File: src/rtl/game_sequencer_if.sv
// Actor handshake bundle: the sequencer strobes step, each actor answers with done.
interface game_sequencer_if;
    logic [4:0] step;
    logic [4:0] done;

    modport master (output step, input done);
    modport slave  (input step, output done);
endinterface

File: src/rtl/game_sequencer.sv
// Game-state FSM plus frame-paced step sequencer that strobes pacman and four
// ghosts in turn, with per-actor timeout detection and dropped-tick accounting.
module game_sequencer #(
    parameter logic [9:0] VTICK_LINE = 10'd480,
    parameter int         TIMEOUT    = 64
) (
    input  logic                    board_clk,
    input  logic                    Reset,
    input  logic                    start,
    input  logic                    ack,
    input  logic [9:0]              hCount,
    input  logic [9:0]              vCount,
    input  logic [1:0]              speed_sel,
    input  logic                    win_in,
    input  logic                    lose_in,
    game_sequencer_if.master        actor,
    output logic [1:0]              state,
    output logic                    play_en,
    output logic                    clear,
    output logic                    busy,
    output logic [4:0]              timeout_err,
    output logic [7:0]              overrun_cnt
);

    typedef enum logic [1:0] {
        G_INIT = 2'b00,
        G_PLAY = 2'b01,
        G_WIN  = 2'b10,
        G_LOSE = 2'b11
    } game_e;

    typedef enum logic [1:0] {
        S_IDLE,
        S_ISSUE,
        S_WAIT
    } seq_e;

    localparam int            TW     = $clog2(TIMEOUT + 1);
    // Last WAIT cycle: the step gives up after TIMEOUT-1 WAIT cycles.
    localparam logic [TW-1:0] TLIMIT = TW'(TIMEOUT - 2);

    game_e         game_q, game_d;
    seq_e          seq_q, seq_d;
    logic [2:0]    idx_q, idx_d;
    logic [TW-1:0] tcnt_q, tcnt_d;
    logic [2:0]    fcnt_q, fcnt_d;
    logic [1:0]    div_sel_q, div_sel_d;
    logic          frame_tick_q, frame_tick_d;
    logic          clear_q, clear_d;
    logic [4:0]    terr_q, terr_d;
    logic [7:0]    ovr_q, ovr_d;

    logic [2:0]    div_max;
    logic          move_tick;
    logic [4:0]    step_vec;

    always_comb begin
        // NOTE: every signal driven here gets a default first so no path leaves it unassigned (no latch).
        frame_tick_d = (vCount == VTICK_LINE) && (hCount == 10'd0);
        game_d       = game_q;
        clear_d      = 1'b0;
        fcnt_d       = fcnt_q;
        div_sel_d    = div_sel_q;
        move_tick    = 1'b0;
        seq_d        = seq_q;
        idx_d        = idx_q;
        tcnt_d       = tcnt_q;
        terr_d       = terr_q;
        ovr_d        = ovr_q;
        step_vec     = 5'b0;

        unique case (game_q)
            G_INIT: if (start) begin
                game_d  = G_PLAY;
                clear_d = 1'b1;
            end
            G_PLAY: begin
                if (lose_in)     game_d = G_LOSE;
                else if (win_in) game_d = G_WIN;
            end
            G_WIN, G_LOSE: if (ack) game_d = G_INIT;
        endcase

        unique case (div_sel_q)
            2'd0: div_max = 3'd0;
            2'd1: div_max = 3'd1;
            2'd2: div_max = 3'd3;
            2'd3: div_max = 3'd7;
        endcase

        // The divisor is only re-sampled at a wrap so a speed change never truncates a period.
        if (game_q != G_PLAY) begin
            fcnt_d    = 3'd0;
            div_sel_d = speed_sel;
        end else if (frame_tick_q) begin
            if (fcnt_q == div_max) begin
                move_tick = 1'b1;
                fcnt_d    = 3'd0;
                div_sel_d = speed_sel;
            end else begin
                fcnt_d = fcnt_q + 3'd1;
            end
        end

        unique case (seq_q)
            S_IDLE: if (move_tick) begin
                idx_d = 3'd0;
                seq_d = S_ISSUE;
            end
            S_ISSUE: begin
                step_vec[idx_q] = 1'b1;
                tcnt_d          = '0;
                seq_d           = S_WAIT;
            end
            S_WAIT: begin
                if (actor.done[idx_q] || (tcnt_q == TLIMIT)) begin
                    if (!actor.done[idx_q]) terr_d[idx_q] = 1'b1;
                    if (idx_q == 3'd4) begin
                        seq_d = S_IDLE;
                    end else begin
                        idx_d = idx_q + 3'd1;
                        seq_d = S_ISSUE;
                    end
                end else begin
                    tcnt_d = tcnt_q + 1'b1;
                end
            end
            default: seq_d = S_IDLE;
        endcase

        if (move_tick && (seq_q != S_IDLE) && (ovr_q != 8'hFF)) ovr_d = ovr_q + 8'd1;

        // Leaving PLAY aborts the burst at the same edge the game state changes.
        if (game_d != G_PLAY) seq_d = S_IDLE;

        if (clear_d) begin
            terr_d = 5'b0;
            ovr_d  = 8'd0;
        end
    end

    // NOTE: Reset is asynchronous and every flop here is reset; there is no memory array to exempt.
    always_ff @(posedge board_clk or posedge Reset) begin
        if (Reset) begin
            game_q       <= G_INIT;
            seq_q        <= S_IDLE;
            idx_q        <= 3'd0;
            tcnt_q       <= '0;
            fcnt_q       <= 3'd0;
            div_sel_q    <= 2'd0;
            frame_tick_q <= 1'b0;
            clear_q      <= 1'b0;
            terr_q       <= 5'b0;
            ovr_q        <= 8'd0;
        end else begin
            // NOTE: non-blocking assignments so every flop samples pre-edge values.
            game_q       <= game_d;
            seq_q        <= seq_d;
            idx_q        <= idx_d;
            tcnt_q       <= tcnt_d;
            fcnt_q       <= fcnt_d;
            div_sel_q    <= div_sel_d;
            frame_tick_q <= frame_tick_d;
            clear_q      <= clear_d;
            terr_q       <= terr_d;
            ovr_q        <= ovr_d;
        end
    end

    assign actor.step  = step_vec;
    assign state       = game_q;
    assign play_en     = (game_q == G_PLAY);
    assign clear       = clear_q;
    assign busy        = (seq_q != S_IDLE);
    assign timeout_err = terr_q;
    assign overrun_cnt = ovr_q;

endmodule

File: src/flat_wrapper.sv
// flat-port wrapper written by rule: the top's interface ports become plain ports
module game_sequencer_flat 
#(
    parameter logic [9:0] VTICK_LINE = 10'd480,
    parameter int         TIMEOUT    = 64
)
  (board_clk, Reset, start, ack, hCount, vCount, speed_sel, win_in, lose_in, state, play_en, clear, busy, timeout_err, overrun_cnt, actor_step, actor_done);
  game_sequencer_if actor_i ();
  input  logic board_clk;
  input  logic Reset;
  input  logic start;
  input  logic ack;
  input  logic [9:0] hCount;
  input  logic [9:0] vCount;
  input  logic [1:0] speed_sel;
  input  logic win_in;
  input  logic lose_in;
  output logic [1:0] state;
  output logic play_en;
  output logic clear;
  output logic busy;
  output logic [4:0] timeout_err;
  output logic [7:0] overrun_cnt;
  output wire logic [$bits(actor_i.step)-1:0] actor_step;
  input wire logic [$bits(actor_i.done)-1:0] actor_done;
  assign actor_step = actor_i.step;
  assign actor_i.done = actor_done;
  game_sequencer #(.VTICK_LINE(VTICK_LINE), .TIMEOUT(TIMEOUT)) u_core (.board_clk(board_clk), .Reset(Reset), .start(start), .ack(ack), .hCount(hCount), .vCount(vCount), .speed_sel(speed_sel), .win_in(win_in), .lose_in(lose_in), .actor(actor_i), .state(state), .play_en(play_en), .clear(clear), .busy(busy), .timeout_err(timeout_err), .overrun_cnt(overrun_cnt));
endmodule
File: config.mk
export PLATFORM = sky130hd
export DESIGN_NAME = game_sequencer_flat
export DESIGN_NICKNAME = d
export VERILOG_FILES = /design/src/rtl/game_sequencer_if.sv /design/src/rtl/game_sequencer.sv /design/src/flat_wrapper.sv
export SDC_FILE = /design/constraint.sdc
export NUM_CORES = 1
export LEC_CHECK = 0
export CAP_MARGIN = 20
export CORE_AREA = 2 2 78 61
export DETAILED_ROUTE_END_ITERATION = 10
export DIE_AREA = 0 0 80 63
export PLACE_DENSITY = 0.82
export SLEW_MARGIN = 30
export SYNTH_ARGS = -nofsm -noshare
export SYNTH_HDL_FRONTEND = slang
export SYNTH_SLANG_ARGS = --single-unit
File: constraint.sdc
create_clock -name board_clk -period 5 [get_ports board_clk]
set_input_delay 1 -clock board_clk [delete_from_list [all_inputs] [get_ports board_clk]]
set_output_delay 1 -clock board_clk [all_outputs]
set_load 0.01 [all_outputs]
[Yosys cells after proc, flatten, opt, wreduce, memory -nomap -nowiden]
Index checks and enable logic that the tools add are counted.
Storage, ports and cells
  register bits: 34
  output and inout bits: 23
  word-level logic and storage cells: 101
  bits of input ports: 33
Operators by class
  reductions and logical operators: 23
  magnitude comparators: 2
  add/sub/neg operators: 4
  multiplexer cells: 39
  eq/ne operators: 22
  bitwise gates (word level): 1
Operators with widths (count)
  $mux 5: 5
  $mux 2: 10
  $mux 3: 6
  $mux 8: 2
  $reduce_bool 2->1: 8
  $pmux 7 s2: 1
  $pmux 2 s3: 2
  $pmux 3 s4: 1
  $eq 10x9->1 const B: 1
  $eq 2x2->1 const B: 5
  $logic_not 10->1: 1
  $ne 2x1->1 const B: 5
  $add 8x1->8 const B: 1
  $mux 1: 8
  $ne 8x8->1 const B: 1
  $add 7x1->7 const B: 1
  $eq 7x6->1 const B: 1
  $mux 7: 1
  $add 3x1->3 const B: 2
  $eq 2x1->1 const B: 3
  $logic_not 2->1: 3
  $ne 3x1->1 const B: 2
  $pmux 3 s2: 1
  $reduce_and 2->1: 3
  other kinds (13): 17

[Depth between registers and ports, before layout]
Gate-level depths: netlist (run 1).
  depth after elaboration: 10
  depth in mapped cells: 8
  mapped depth without buffers: 7

[Worst setup path before layout (run 1)]
No wires, ideal clock.
  path type: input to register
  from: input port actor_done[4]
  to: register u_core.idx_q[0]
  setup slack: 2719 ps
  arrival: 2157 ps
  buffers on the path: 0
  stages on the path: 4
  cells stage by stage: a221o_1 -> a211o_1 -> o211ai_1 -> mux2_2
On the way
  longest elaborated chain between the ends: 5
Ends and longest elaborated chain
  start, declared: RTL line flat_wrapper.sv:25  | input wire logic [$bits(actor_i.done)-1:0] actor_done;
  $bmux 1 s3: RTL line game_sequencer.sv:116  | if (actor.done[idx_q] || (tcnt_q == TLIMIT)) begin
  $mux 1 (implied by the code): RTL line game_sequencer.sv:116
  $logic_or 1x1->1: RTL line game_sequencer.sv:116
  $ne 2x1->1 (no source line)
  $reduce_and 4->1 (no source line)
  end signal, assigned: RTL line game_sequencer.sv:159  | idx_q <= idx_d;
  end, declared: RTL line game_sequencer.sv:44  | logic [2:0] idx_q, idx_d;
Every way passes these cells. The select of a mux whose other input is x is not followed.
A chain may end at the register's enable or synchronous reset.

[Final worst setup path (run 1)]
  from: register u_core.seq_q[1]
  to: output port actor_step[2]
On the way
  longest elaborated chain between the ends: 2
Ends and longest elaborated chain
  start, declared: RTL line game_sequencer.sv:43  | seq_e seq_q, seq_d;
  start signal, assigned: RTL line game_sequencer.sv:158  | seq_q <= seq_d;
  $eq 2x1->1: RTL line game_sequencer.sv:105  | unique case (seq_q)
  $mux 5: RTL line game_sequencer.sv:105
  end, declared: RTL line flat_wrapper.sv:24  | output wire logic [$bits(actor_i.step)-1:0] actor_step;
Every way passes these cells.

==> qor.txt, run 1 <==
Post-place setup slack - 2080 ps
Slew Limit Fails - 0
Clk sink count - 34
Buffer and inverter count on the worst path - 1
Initial antenna violation count - 0
Clk Latency, worst-skew pair - 290 ps
Maximum vdd drop - 198 uV
Antenna Diode Count - 0
Fmax - 336 MHz
Core area - 0.00431 mm2
Actual transition at the worst max-transition pin - 664 ps
Post-DP HPWL - 3180 um
Worst min path class - register to register
GP Congestion - 0.820
YS warnings - 0
Final hold slack - 491 ps
Combinational share of power - 21.6%
Highest Signal Layer - met4
Nature of the critical path endpoint - primary output
CTS clock-pin slew for the worst setup and hold paths - 70 ps
Required time of the critical path - 4000 ps
Final min period - 2980 ps
Pwr Density - 321 mW/mm2
Critical path depth - 3
Total grt overflow - 0
Number of DRC markers in iteration 0 - 140
Final setup viols - 0
Cells after synthesis - 199
Crit path launch type - register
Cell taking the most area after synthesis - dfrtp_1
DR DRC count - 0
NetSw - 0.000232 W
Hold Buf Count CTS - 0
Most common cell after layout, fill and taps aside - clkdlybuf4s50_1
Skew final - 5.22 ps
Die area - 0.00504 mm2
Pin count of the biggest net entering global routing - 35
Num rows - 21
Routed WL - 4400 um
Die H - 63 um
Worst path slowest cell - clkdlybuf4s50_1
Initial Util - 43.3%
Vias - 1722
Clk buf depth - 2
Vias in the first global route - 1618
WHS Path Cells - 2
Commonest non-fill, non-tap cells in the layout - 55 x clkdlybuf4s50_1, 34 x dfrtp_1, 17 x nand2_1
First-pass GRT wire length - 7500 um
Switching share of power - 27.7%
Post-CTS Resized - 0
Relative max-transition margin - 55.5%
Setup ws final - 2020 ps
FFs w/ async S/R, synth - 100%
Reg power frac - 40.6%
Delay-heaviest family, CP - simple AND/OR/NAND/NOR gates
Worst path arrival time - 1980 ps
Synthesized area per cell - 9.37 um2
I/O pin cnt - 56
Final TNS setup - 0 ps
Post-place instance area - 0.00247 mm2
Total power - 0.000837 W
Cells along the critical path - nand2b_1, nor4_1, clkdlybuf4s50_1
Crit path kind - register to primary output
Int Pwr - 0.000606 W
Max_cap viols - 0
Die span in x - 80 um
Nets@finish - 295
Seq/Total Area, Yosys - 45.6%
Routed Antenna Nets - 0
Worst path max stage delay - 600 ps
Ys flop type - dfrtp_1
Number of H-tree levels - 2
Yosys top cell area share - 45.6%
Vias per cell - 5.48
Area Growth Syn to Fin - 39.9%
Fraction of layout cells with a size suffix above 1 - 5.45%
Synthesized cell area - 0.00186 mm2
Mapped Nets - 238
Top cells by area, synth - dfrtp_1 46%, mux2i_1 4.8%, a21oi_1 4.0%
Buffers on Ports - 55
GR Util All Layers - 18.8%
Fin area - 0.00261 mm2
Status - completed
Count of final hold-check violations - 0
Detail Route met2 WL - 2010 um
Initial DRT Pass Iterations - 5
Clk pwr share - 37.8%
CTS tree - done
Netlist cell types - 45
M1 wire length - 2110 um
CTS root buffer - clkbuf_8
Met3 routed WL - 209 um
Drt wl/cell - 14.0 um
Pleak - 1.08 nW
# Post-CTS Setup Buffers - 0
Cts bufs inserted - 5
Number of synthesized register bits - 34
R2R depth - 5
Unrepaired setup endpoints after global routing - false
Final period util - 59.6%
Post-synth EDFFs - 0
Crit path max fanout - 9
[final cells by class]
class                           count  area, um2
Clock buffer                        6       82.6
Fill cell                         387       1700
Multi-Input combinational cell    149        948
Clock inverter                      2       60.1
Sequential cell                    34        851
Tap cell                           57       71.3
Inverter                           10       37.5
Timing Repair Buffer               56        558
[kinds of logic after synthesis]
kind of cell / count (synthesis) / synth area share, %
mux: 12 / 6.64
fa+ha+maj: 6 / 4.03
buf+inv: 16 / 3.49
flops: 34 / 45.6
simple gates: 85 / 24.6
compound gates: 45 / 15.2
xor+xnor: 1 / 0.470
[worst reg2reg max path, cell delays in order (launching register included)]
cell      delay (ps)
dfrtp_1          500
and3b_1          260
a221o_1          360
a211o_1          410
o211ai_1         280
mux2_2           380
[registers in the layout, summed over array words and instances (netlist names), 2 cells and up]
name                cells
u_core.div_sel_q        2
u_core.idx_q            3
u_core.timeout_err      5
u_core.seq_q            2
u_core.fcnt_q           3
u_core.overrun_cnt      8
u_core.state            2
u_core.tcnt_q           7
[cell usage after synthesis, types with 2 or more instances]
| master | count |
|---|---|
| a211oi_1 | 3 |
| a21oi_1 | 15 |
| a31oi_1 | 2 |
| a41oi_1 | 2 |
| and2_1 | 2 |
| clkbuf_1 | 4 |
| dfrtp_1 | 34 |
| ha_1 | 6 |
| inv_1 | 9 |
| mux2_2 | 3 |
| mux2i_1 | 9 |
| nand2_1 | 17 |
| nand2b_1 | 7 |
| nand3_1 | 12 |
| nand3b_1 | 3 |
| nand4_1 | 4 |
| nor2_1 | 13 |
| nor2b_1 | 2 |
| nor3_1 | 5 |
| nor3b_1 | 2 |
| nor4_1 | 4 |
| nor4b_1 | 2 |
| o21ai_0 | 11 |
| o311ai_0 | 2 |
| o31ai_1 | 2 |
| or3_1 | 3 |
| or4_1 | 3 |
[power groups by stage]
stage                     logic, W  registers (W)  clock network [W]
after floorplan           0.000103       0.000337                  0
after global placement    0.000179       0.000344                  0
after detailed placement  0.000181       0.000345                  0
final                     0.000181       0.000340           0.000316
after global routing      0.000201       0.000345           0.000331
after CTS                 0.000183       0.000340           0.000321
[path summary, 6_finish.rpt]
check                                 startpoint                    end  slack [ps]
max                              u_core.seq_q[1]          actor_step[2]        2020
min                        u_core.timeout_err[1]  u_core.timeout_err[1]         490
max reg2reg                      u_core.idx_q[0]        u_core.idx_q[0]        2720
min reg2reg                u_core.timeout_err[1]  u_core.timeout_err[1]         490
max in group asynchronous                  Reset    u_core.frame_tick_q        3600
min in group asynchronous                  Reset    u_core.div_sel_q[1]        1100
[metrics by stage]
stage	util [%]	std cells
CTS	60.5	314
floorplan	-	199
finish	60.5	314
global route	60.5	314
detailed placement	57.2	306
global placement	57.2	306
[metal layers]
metal	vias to the layer above	GRT usage, %
met5	-	0
met3	11	4.34
li1	849	-
met2	46	26.8
met1	816	27.0
met4	0	8.90
Power figures use the tool's default switching activity.
==> run 2: changes to the inputs <==
==> constraint.sdc (replaced) <==
create_clock -name board_clk -period 3 [get_ports board_clk]
set_input_delay 0.6 -clock board_clk [delete_from_list [all_inputs] [get_ports board_clk]]
set_output_delay 0.6 -clock board_clk [all_outputs]
set_load 0.01 [all_outputs]
==> qor.txt, run 2 (synthesis gave the netlist of run 1 again) <==
Vias in the first global route - 1617 (was 1618)
Clk pwr share - 30.9% (was 37.8%)
Count of final hold-check violations - 0 (unchanged)
Clk Latency, worst-skew pair - 280 ps (was 290 ps)
Switching share of power - 29.8% (was 27.7%)
CTS root buffer - clkbuf_8 (unchanged)
Setup ws final - 513 ps (was 2020 ps)
Worst path max stage delay - 580 ps (was 600 ps)
Worst path slowest cell - clkdlybuf4s50_1 (unchanged)
GP Congestion - 0.802 (was 0.820)
CTS clock-pin slew for the worst setup and hold paths - 70 ps (about the same)
Slew Limit Fails - 0 (unchanged)
Post-place instance area - 0.00247 mm2 (unchanged)
Post-DP HPWL - 3110 um (was 3180 um)
Worst path arrival time - 1890 ps (was 1980 ps)
Final min period - 2490 ps
Combinational share of power - 24.0% (was 21.6%)
Final setup viols - 0 (unchanged)
Vias - 1699 (was 1722)
Max_cap viols - 0 (unchanged)
Die span in x - 80 um (unchanged)
Most common cell after layout, fill and taps aside - clkdlybuf4s50_1 (unchanged)
Antenna Diode Count - 0 (unchanged)
Nets@finish - 295 (unchanged)
Pwr Density - 490 mW/mm2 (was 321 mW/mm2)
Crit path kind - register to primary output (unchanged)
GR Util All Layers - 18.1% (was 18.8%)
Maximum vdd drop - 449 uV (was 198 uV)
Fin area - 0.00258 mm2 (was 0.00261 mm2)
Final period util - 82.9%
Reg2Reg Setup Slack - 690 ps (was 2720 ps)
Post-CTS Resized - 0 (unchanged)
Routed WL - 4250 um (was 4400 um)
Crit path launch type - register (unchanged)
Max reg flops - 8 (unchanged)
Clk sink count - 34 (unchanged)
Num rows - 21 (unchanged)
Initial antenna violation count - 0 (unchanged)
Fraction of layout cells with a size suffix above 1 - 5.45% (unchanged)
# Post-CTS Setup Buffers - 0 (unchanged)
Relative max-transition margin - 55.0% (was 55.5%)
Hold Buf Count CTS - 0 (unchanged)
Core area - 0.00431 mm2 (unchanged)
Crit path max fanout - 9 (unchanged)
Reg power frac - 45.0% (was 40.6%)
Skew final - 3.43 ps (was 5.22 ps)
Final Util - 59.8% (was 60.5%)
Number of DRC markers in iteration 0 - 142 (was 140)
Total grt overflow - 0 (unchanged)
Cells along the critical path - nand2b_1, nor4_1, clkdlybuf4s50_1 (unchanged)
Initial Util - 43.3% (unchanged)
Cts bufs inserted - 5 (unchanged)
Die area - 0.00504 mm2 (unchanged)
I/O pin cnt - 56 (unchanged)
Pleak - 1.07 nW (was 1.08 nW)
Buffer and inverter count on the worst path - 1 (unchanged)
Buffers on Ports - 55 (unchanged)
Area Growth Syn to Fin - 38.2% (was 39.9%)
Final hold slack - 504 ps (was 491 ps)
Fmax - 402 MHz
Die H - 63 um (unchanged)
Drt wl/cell - 13.5 um (was 14.0 um)
Routed Antenna Nets - 0 (unchanged)
Number of H-tree levels - 2 (unchanged)
Clk buf depth - 2 (unchanged)
Nature of the critical path endpoint - primary output (unchanged)
Initial DRT Pass Iterations - 4 (was 5)
Required time of the critical path - 2400 ps (was 4000 ps)
First-pass GRT wire length - 7310 um (was 7500 um)
Final TNS setup - 0 ps (unchanged)
Delay-heaviest family, CP - buffers and inverters (was simple AND/OR/NAND/NOR gates)
Vias per cell - 5.41 (was 5.48)
Actual transition at the worst max-transition pin - 671 ps (was 664 ps)
Worst min path class - register to register (unchanged)
DR DRC count - 0 (unchanged)
Unrepaired setup endpoints after global routing - false (unchanged)
Status - completed (unchanged)
NetSw - 0.000376 W (was 0.000232 W)
Filler cell count - 367 (was 387)
Post-place setup slack - 479 ps (was 2080 ps)
CTS tree - done (unchanged)
Int Pwr - 0.000887 W (was 0.000606 W)
Pin count of the biggest net entering global routing - 35 (unchanged)
Commonest non-fill, non-tap cells in the layout - 55 x clkdlybuf4s50_1, 34 x dfrtp_1, 17 x nand2_1 (unchanged)
run 2: cell count changes in the layout (fill, tap and decap cells not counted), sizes merged:
cell / previous run / this run
bufinv: 2 / 0
clkbuf: 6 / 8
run 2: path summary, 6_finish.rpt:
kind                                       start                     to  depth (start not counted)
max                              u_core.seq_q[1]          actor_step[2]                          3
min                        u_core.timeout_err[1]  u_core.timeout_err[1]                          2
max reg2reg                      u_core.idx_q[0]        u_core.idx_q[0]                          5
min reg2reg                u_core.timeout_err[1]  u_core.timeout_err[1]                          2
max in group asynchronous                  Reset  u_core.overrun_cnt[0]                          3
min in group asynchronous                  Reset    u_core.div_sel_q[1]                          3
run 2: power by group through the flow:
| stage | Combinational (W) | Sequential [W] | Clock [W] |
|---|---|---|---|
| floorplan | 0.000171 | 0.000562 | 0 |
| finish | 0.000304 | 0.000568 | 0.000391 |
| CTS | 0.000305 | 0.000567 | 0.000398 |
| detailed placement | 0.000302 | 0.000575 | 0 |
| global placement | 0.000298 | 0.000572 | 0 |
| global route | 0.000336 | 0.000578 | 0.000414 |
run 2: metrics by stage:
stage / power (W) / instances
3_3_place_gp: 0.000871 / 306
5_1_grt: 0.00133 / 314
6_report: 0.00126 / 314
4_1_cts: 0.00127 / 314
2_1_floorplan: 0.000733 / 199
3_5_place_dp: 0.000877 / 306
run 2: tightest hold or removal path, cell delays in order (launching register included):
cell and delay (ps):
dfrtp_1 340, a21oi_1 40, nor2_1 80
run 2: metal layers:
layer / wire (um) / global-route usage, %
met1: 2060 / 26.7
met2: 1960 / 26.7
met3: 154 / 3.47
met4: 69 / 5.72
met5: 0 / 0
run 2: cell type report:
class / instances / area, um2 / area share, %
clock buffers: 8 / 110 / 4.27
inverters: 10 / 37.5 / 1.46
multi-input cells: 149 / 948 / 36.8
flip-flops and latches: 34 / 851 / 33.0
well taps: 57 / 71.3 / 2.77
repair buffers: 56 / 558 / 21.7
